### config.mk
export PLATFORM = sky130hd
export DESIGN_NAME = icache_dm
export DESIGN_NICKNAME = d
export VERILOG_FILES = /design/src/rtl/icache_dm.sv
export SDC_FILE = /design/constraint.sdc
export NUM_CORES = 2
export LEC_CHECK = 0
export BUFFER_PORTS_ARGS = -buffer_cell sky130_fd_sc_hd__clkbuf_2
export CORE_UTILIZATION = 65
export CTS_BUF_LIST = sky130_fd_sc_hd__clkbuf_4 sky130_fd_sc_hd__clkbuf_8
export CTS_CLUSTER_SIZE = 8
export DETAILED_ROUTE_END_ITERATION = 16
export PLACE_DENSITY = 0.82
export SLEW_MARGIN = 20
export SYNTH_ARGS = -nofsm -noshare
export SYNTH_HDL_FRONTEND = slang
export SYNTH_SLANG_ARGS = --single-unit
### constraint.sdc
create_clock -name CLK -period 5.5 [get_ports CLK]
set_clock_uncertainty 0.2 [all_clocks]
set_input_delay 0.825 -clock CLK [delete_from_list [all_inputs] [get_ports CLK]]
set_output_delay 0.825 -clock CLK [all_outputs]
set_load 0.005 [all_outputs]
### src/rtl/icache_dm.sv
// Direct-mapped read-only instruction cache.
// Hits are served combinationally in IDLE. A miss stalls the CPU and refills the
// whole line word by word over a req/ack memory handshake (REFILL). One DONE
// cycle follows, after which the held fetch is replayed and hits.
module icache_dm #(
  parameter int LINES = 16,
  parameter int WORDS = 4
) (
  input  logic        CLK,
  input  logic        RESET,
  input  logic [31:0] i_addr,
  input  logic        i_req,
  output logic [31:0] i_data,
  output logic        i_stall,
  input  logic        flush,
  output logic [31:0] mem_addr,
  output logic        mem_req,
  input  logic [31:0] mem_rdata,
  input  logic        mem_ack,
  output logic [31:0] hit_cnt,
  output logic [31:0] miss_cnt
);

  localparam int OFF = $clog2(WORDS);
  localparam int IDX = $clog2(LINES);
  localparam int TAG = 30 - OFF - IDX;
  localparam logic [OFF-1:0] WLAST = OFF'(WORDS - 1);

  typedef enum logic [1:0] {
    S_IDLE,
    S_REFILL,
    S_DONE
  } state_t;

  state_t r_state;
  state_t w_state_nxt;

  // Storage; the data and tag arrays are deliberately left without reset.
  logic [31:0]    r_data [LINES][WORDS];
  logic [TAG-1:0] r_tag  [LINES];
  logic [LINES-1:0] r_valid;

  logic [TAG-1:0] r_miss_tag;
  logic [IDX-1:0] r_miss_index;
  logic [OFF-1:0] r_wcnt;
  logic           r_flush_pend;
  logic [31:0]    r_hit_cnt;
  logic [31:0]    r_miss_cnt;

  logic [TAG-1:0] w_tag;
  logic [IDX-1:0] w_index;
  logic [OFF-1:0] w_offset;
  logic           w_hit;
  logic           w_hit_acc;
  logic           w_miss_start;
  logic           w_fill_we;
  logic           w_fill_last;
  logic           w_unused;

  assign w_tag    = i_addr[31:IDX+OFF+2];
  assign w_index  = i_addr[IDX+OFF+1:OFF+2];
  assign w_offset = i_addr[OFF+1:2];
  assign w_hit    = r_valid[w_index] & (r_tag[w_index] == w_tag);
  // Byte offset within a word is not used by a word-wide fetch port.
  assign w_unused = ^i_addr[1:0];

  assign hit_cnt  = r_hit_cnt;
  assign miss_cnt = r_miss_cnt;

  // State register.
  always_ff @(posedge CLK) begin
    if (RESET) begin
      r_state <= S_IDLE;
    end else begin
      r_state <= w_state_nxt;
    end
  end

  // Next-state, CPU/memory outputs and update strobes.
  always_comb begin
    w_state_nxt  = r_state;
    i_stall      = 1'b0;
    i_data       = '0;
    mem_req      = 1'b0;
    mem_addr     = '0;
    w_hit_acc    = 1'b0;
    w_miss_start = 1'b0;
    w_fill_we    = 1'b0;
    w_fill_last  = 1'b0;
    case (r_state)
      S_IDLE: begin
        if (i_req) begin
          if (w_hit) begin
            i_data    = r_data[w_index][w_offset];
            w_hit_acc = 1'b1;
          end else begin
            i_stall      = 1'b1;
            w_miss_start = 1'b1;
            w_state_nxt  = S_REFILL;
          end
        end
      end
      S_REFILL: begin
        i_stall  = 1'b1;
        mem_req  = 1'b1;
        mem_addr = {r_miss_tag, r_miss_index, r_wcnt, 2'b00};
        if (mem_ack) begin
          w_fill_we = 1'b1;
          if (r_wcnt == WLAST) begin
            w_fill_last = 1'b1;
            w_state_nxt = S_DONE;
          end
        end
      end
      S_DONE: begin
        i_stall     = 1'b1;
        w_state_nxt = S_IDLE;
      end
      default: begin
        w_state_nxt = S_IDLE;
      end
    endcase
  end

  // Miss bookkeeping, valid bits, deferred flush and saturating counters.
  always_ff @(posedge CLK) begin
    if (RESET) begin
      r_valid      <= '0;
      r_wcnt       <= '0;
      r_flush_pend <= 1'b0;
      r_miss_tag   <= '0;
      r_miss_index <= '0;
      r_hit_cnt    <= '0;
      r_miss_cnt   <= '0;
    end else begin
      if (w_miss_start) begin
        r_miss_tag   <= w_tag;
        r_miss_index <= w_index;
        r_wcnt       <= '0;
      end else if (w_fill_we) begin
        r_wcnt <= r_wcnt + OFF'(1);
      end

      // A flush seen during the refill (now or earlier) wins over marking the
      // freshly filled line valid; outside REFILL a flush applies immediately.
      if (w_fill_last) begin
        if (r_flush_pend | flush) begin
          r_valid <= '0;
        end else begin
          r_valid[r_miss_index] <= 1'b1;
        end
      end else if (flush && (r_state != S_REFILL)) begin
        r_valid <= '0;
      end

      if ((r_state == S_REFILL) && !w_fill_last) begin
        if (flush) begin
          r_flush_pend <= 1'b1;
        end
      end else begin
        r_flush_pend <= 1'b0;
      end

      if (w_hit_acc && (r_hit_cnt != '1)) begin
        r_hit_cnt <= r_hit_cnt + 32'd1;
      end
      if (w_miss_start && (r_miss_cnt != '1)) begin
        r_miss_cnt <= r_miss_cnt + 32'd1;
      end
    end
  end

  // Line fill: data word per ack, tag on the final word.
  always_ff @(posedge CLK) begin
    if (w_fill_we && !RESET) begin
      r_data[r_miss_index][r_wcnt] <= mem_rdata;
    end
    if (w_fill_last && !RESET) begin
      r_tag[r_miss_index] <= r_miss_tag;
    end
  end

endmodule

==> reports/results.ini <==
[status]
status=finished clean

[timing]
finalHoldViolCount=0
slew_violations=0
min_period_ns=5.47
worst_hold_slack_ns=0.0755
slew_headroom_pct=17.3
setup_ws_ns=0.0328
worst_pin_slew_ns=1.24
finalCritPeriodShare_pct=99.4
fmax_mhz=183
fin_setup_tns_ns=0
setup-violations-final=0

[pwr]
p_leak_uw=0.0356
finalPower_uw=38300
powerDensity_mw_per_mm2=344
max-vdd-ir-drop_uv=323

[route]
drt_iter0_markers=8009
dr.pass1.iters=6
num_vias=52459
routed_wl_um=271000
routedWlPerCell_um=37.6
drt.antenna.violating_nets=0
via_per_inst=7.27
drc_errors=0

[worst_setup_path]
worstPathArrival_ns=4.44
crit_fanout=55
cp-start-kind=input pin
r2r_setup_slack_ns=1.32
rr_endpoint=hit_cnt[11]$_SDFFE_PP0P_
crit_end=i_data[6]
startpoint=i_addr[5]
worst-r2r-cell-count=11
end_kind=output port
worstSetupPathType=in2out
r2r-start=r_tag[5][15]$_DFFE_PP_
crit_required_ns=4.47

[global_routing]
track_usage_pct=34.9
grt_max_degree=115
grt_antenna_before_repair=26
first_global_vias=52014
grt_first_pass_wirelength_um=368000
gr-total-overflow=0

[final_layout]
multiInputGateArea_mm2=0.0229
final.fill_count=7359
areaGrowthSynthToFinish_pct=13.0
seqCellArea_mm2=0.0753
drive_above_1_share_pct=35.4
nets=5041
fin_cells=7216

[job]
max_cap_violations=0

[yosys]
yosys-top-cells-area=edfxtp_1 74%, mux4_2 17%, dfxtp_1 2.3%, mux2i_1 1.0%, nor2_1 0.73%
ys_async_sr_fraction_pct=0
synthesis.area_mm2=0.0986
synth_edf_count=2432
ys.warnings.count=0
ys.flop_type=edfxtp_1
synthCells=4396
yosysTopAreaCell=edfxtp_1
ys_seq_area_share_pct=76.4
netlist-cell-type-count=66
yosys.area.top_type_share_pct=74.1
synth.most_common_cell=edfxtp_1
ys_seq_elements=2545
avgSynthCellArea_um2=22.4
synthTopCellsByCount=2432 x edfxtp_1, 741 x mux4_2, 192 x nor2_1

[floorplanning]
core_mm2=0.150
std_cell_rows=142
design.die.area_mm2=0.153
die_x_um=391
start_util_pct=65.7
ioPinCount=199
die_h_um=391

[placement]
io_buffers=194
dp_hpwl_um=148000
dpl.cell_count=6545
gp_congestion=0.841
preCtsSetupSlack_ns=0.110

[clock_tree]
cts_buffer_depth=4
cts-root-buf=clkbuf_8
clock_sinks=2545
cts_tree=built
cts.clk_slew.worst_paths_ns=0.06
worstSkewPairLatency_ns=1.08
cts.htree.levels=5
cts_buffers=400

[worst_hold_path]
min_path_type=in2reg
hp-start=RESET

## layout by cell type (no fill, tap or decap), drive strengths merged, types with 12 or more instances in the layout
master | Yosys | final
clkinv | 0 | 46
buf | 104 | 208
nor3 | 19 | 19
xor2 | 20 | 20
a21oi | 33 | 33
mux4 | 741 | 741
dfxtp | 113 | 113
nand3 | 49 | 49
diode | 0 | 16
o21ai | 19 | 19
and3 | 20 | 20
mux2 | 32 | 32
nor2b | 31 | 31
xnor2 | 32 | 32
nor4 | 12 | 12
mux2i | 101 | 101
inv | 18 | 23
nor2 | 193 | 193
dlygate4sd3 | 0 | 24
nand2 | 68 | 68
edfxtp | 2432 | 2432
nand4 | 16 | 16
clkbuf | 128 | 732
and2 | 73 | 73
## cell families after synthesis
kind of cell,after synthesis,synth area share (%)
flops,2545,76.4
simple gates,524,2.63
buf+inv,250,1.09
xor+xnor,52,0.462
compound gates,141,0.988
mux,874,18.3
other cells,1,0.00380
fa+ha+maj,9,0.114
## registers in the layout, summed over array words and instances (netlist names)
name          flops
r_flush_pend      1
r_wcnt            2
r_state           2
r_tag           384
r_miss_tag       24
r_data         2048
miss_cnt         32
r_valid          16
hit_cnt          32
r_miss_index      4
## what timing repair did
item	4_1_cts	5_1_grt
setup buffers	0	4
hold buffers	24	0
endpoints found under the setup margin	17	14
gates cloned	0	1
gates resized for setup	3	4
hold endpoints to repair	25	0
pin swaps	0	2
## metal layers
metal | wire length (um) | GRT usage (%) | vias up | share of wire [%]
met5 | 73 | 0 | - | 0.027
met4 | 15900 | 18.7 | 14 | 5.9
met3 | 35900 | 8.89 | 966 | 13
met2 | 132000 | 55.1 | 5042 | 49
met1 | 87200 | 45.2 | 26779 | 32
li1 | - | - | 19658 | -
## per-stage QoR
| step | cell area (um2) | utilization [%] |
|---|---|---|
| after floorplan | 98600 | - |
| final | 111000 | 74.2 |
| after CTS | 111000 | 74.0 |
| after global placement | 104000 | 69.1 |
| after detailed placement | 104000 | 69.1 |
| after global routing | 111000 | 74.2 |
## how the worst min path moves through the flow
stage,endpoint,slack [ns],cells after the start
CTS,r_miss_tag[19]$_SDFFE_PP0P_,0.02,2
global route,r_miss_tag[0]$_SDFFE_PP0P_,0.04,2
floorplan,r_valid[2]$_SDFFE_PP0P_,0.23,2
global placement,r_valid[0]$_SDFFE_PP0P_,0.24,2
detailed placement,r_valid[15]$_SDFFE_PP0P_,0.26,2
finish,r_miss_tag[19]$_SDFFE_PP0P_,0.08,2
## final cells by class
class / count / share of cell area [%]
Inverter: 18 / 0.0607
Clock inverter: 55 / 0.229
Antenna cell: 16 / 0.0360
Clock buffer: 568 / 6.16
Timing Repair Buffer: 396 / 3.08
Multi-Input combinational cell: 1602 / 20.5
Tap cell: 2016 / 2.27
Sequential cell: 2545 / 67.6
## power by group
part | internal (uW) | leakage (uW) | switching, uW | total, uW
logic | 798 | 0.00894 | 1140 | 1940
clock network | 7890 | 0.00380 | 7020 | 14900
registers | 21300 | 0.0229 | 104 | 21400
## critical path, cell delays in order
cell      delay, ns
buf_8          0.38
buf_12         0.25
buf_4          0.20
buf_12         0.33
buf_4          0.40
mux4_2         0.37
mux4_2         0.55
mux4_2         0.59
and2_1         0.22
clkbuf_2       0.12
No activity file was read; power rests on OpenSTA's default activity.
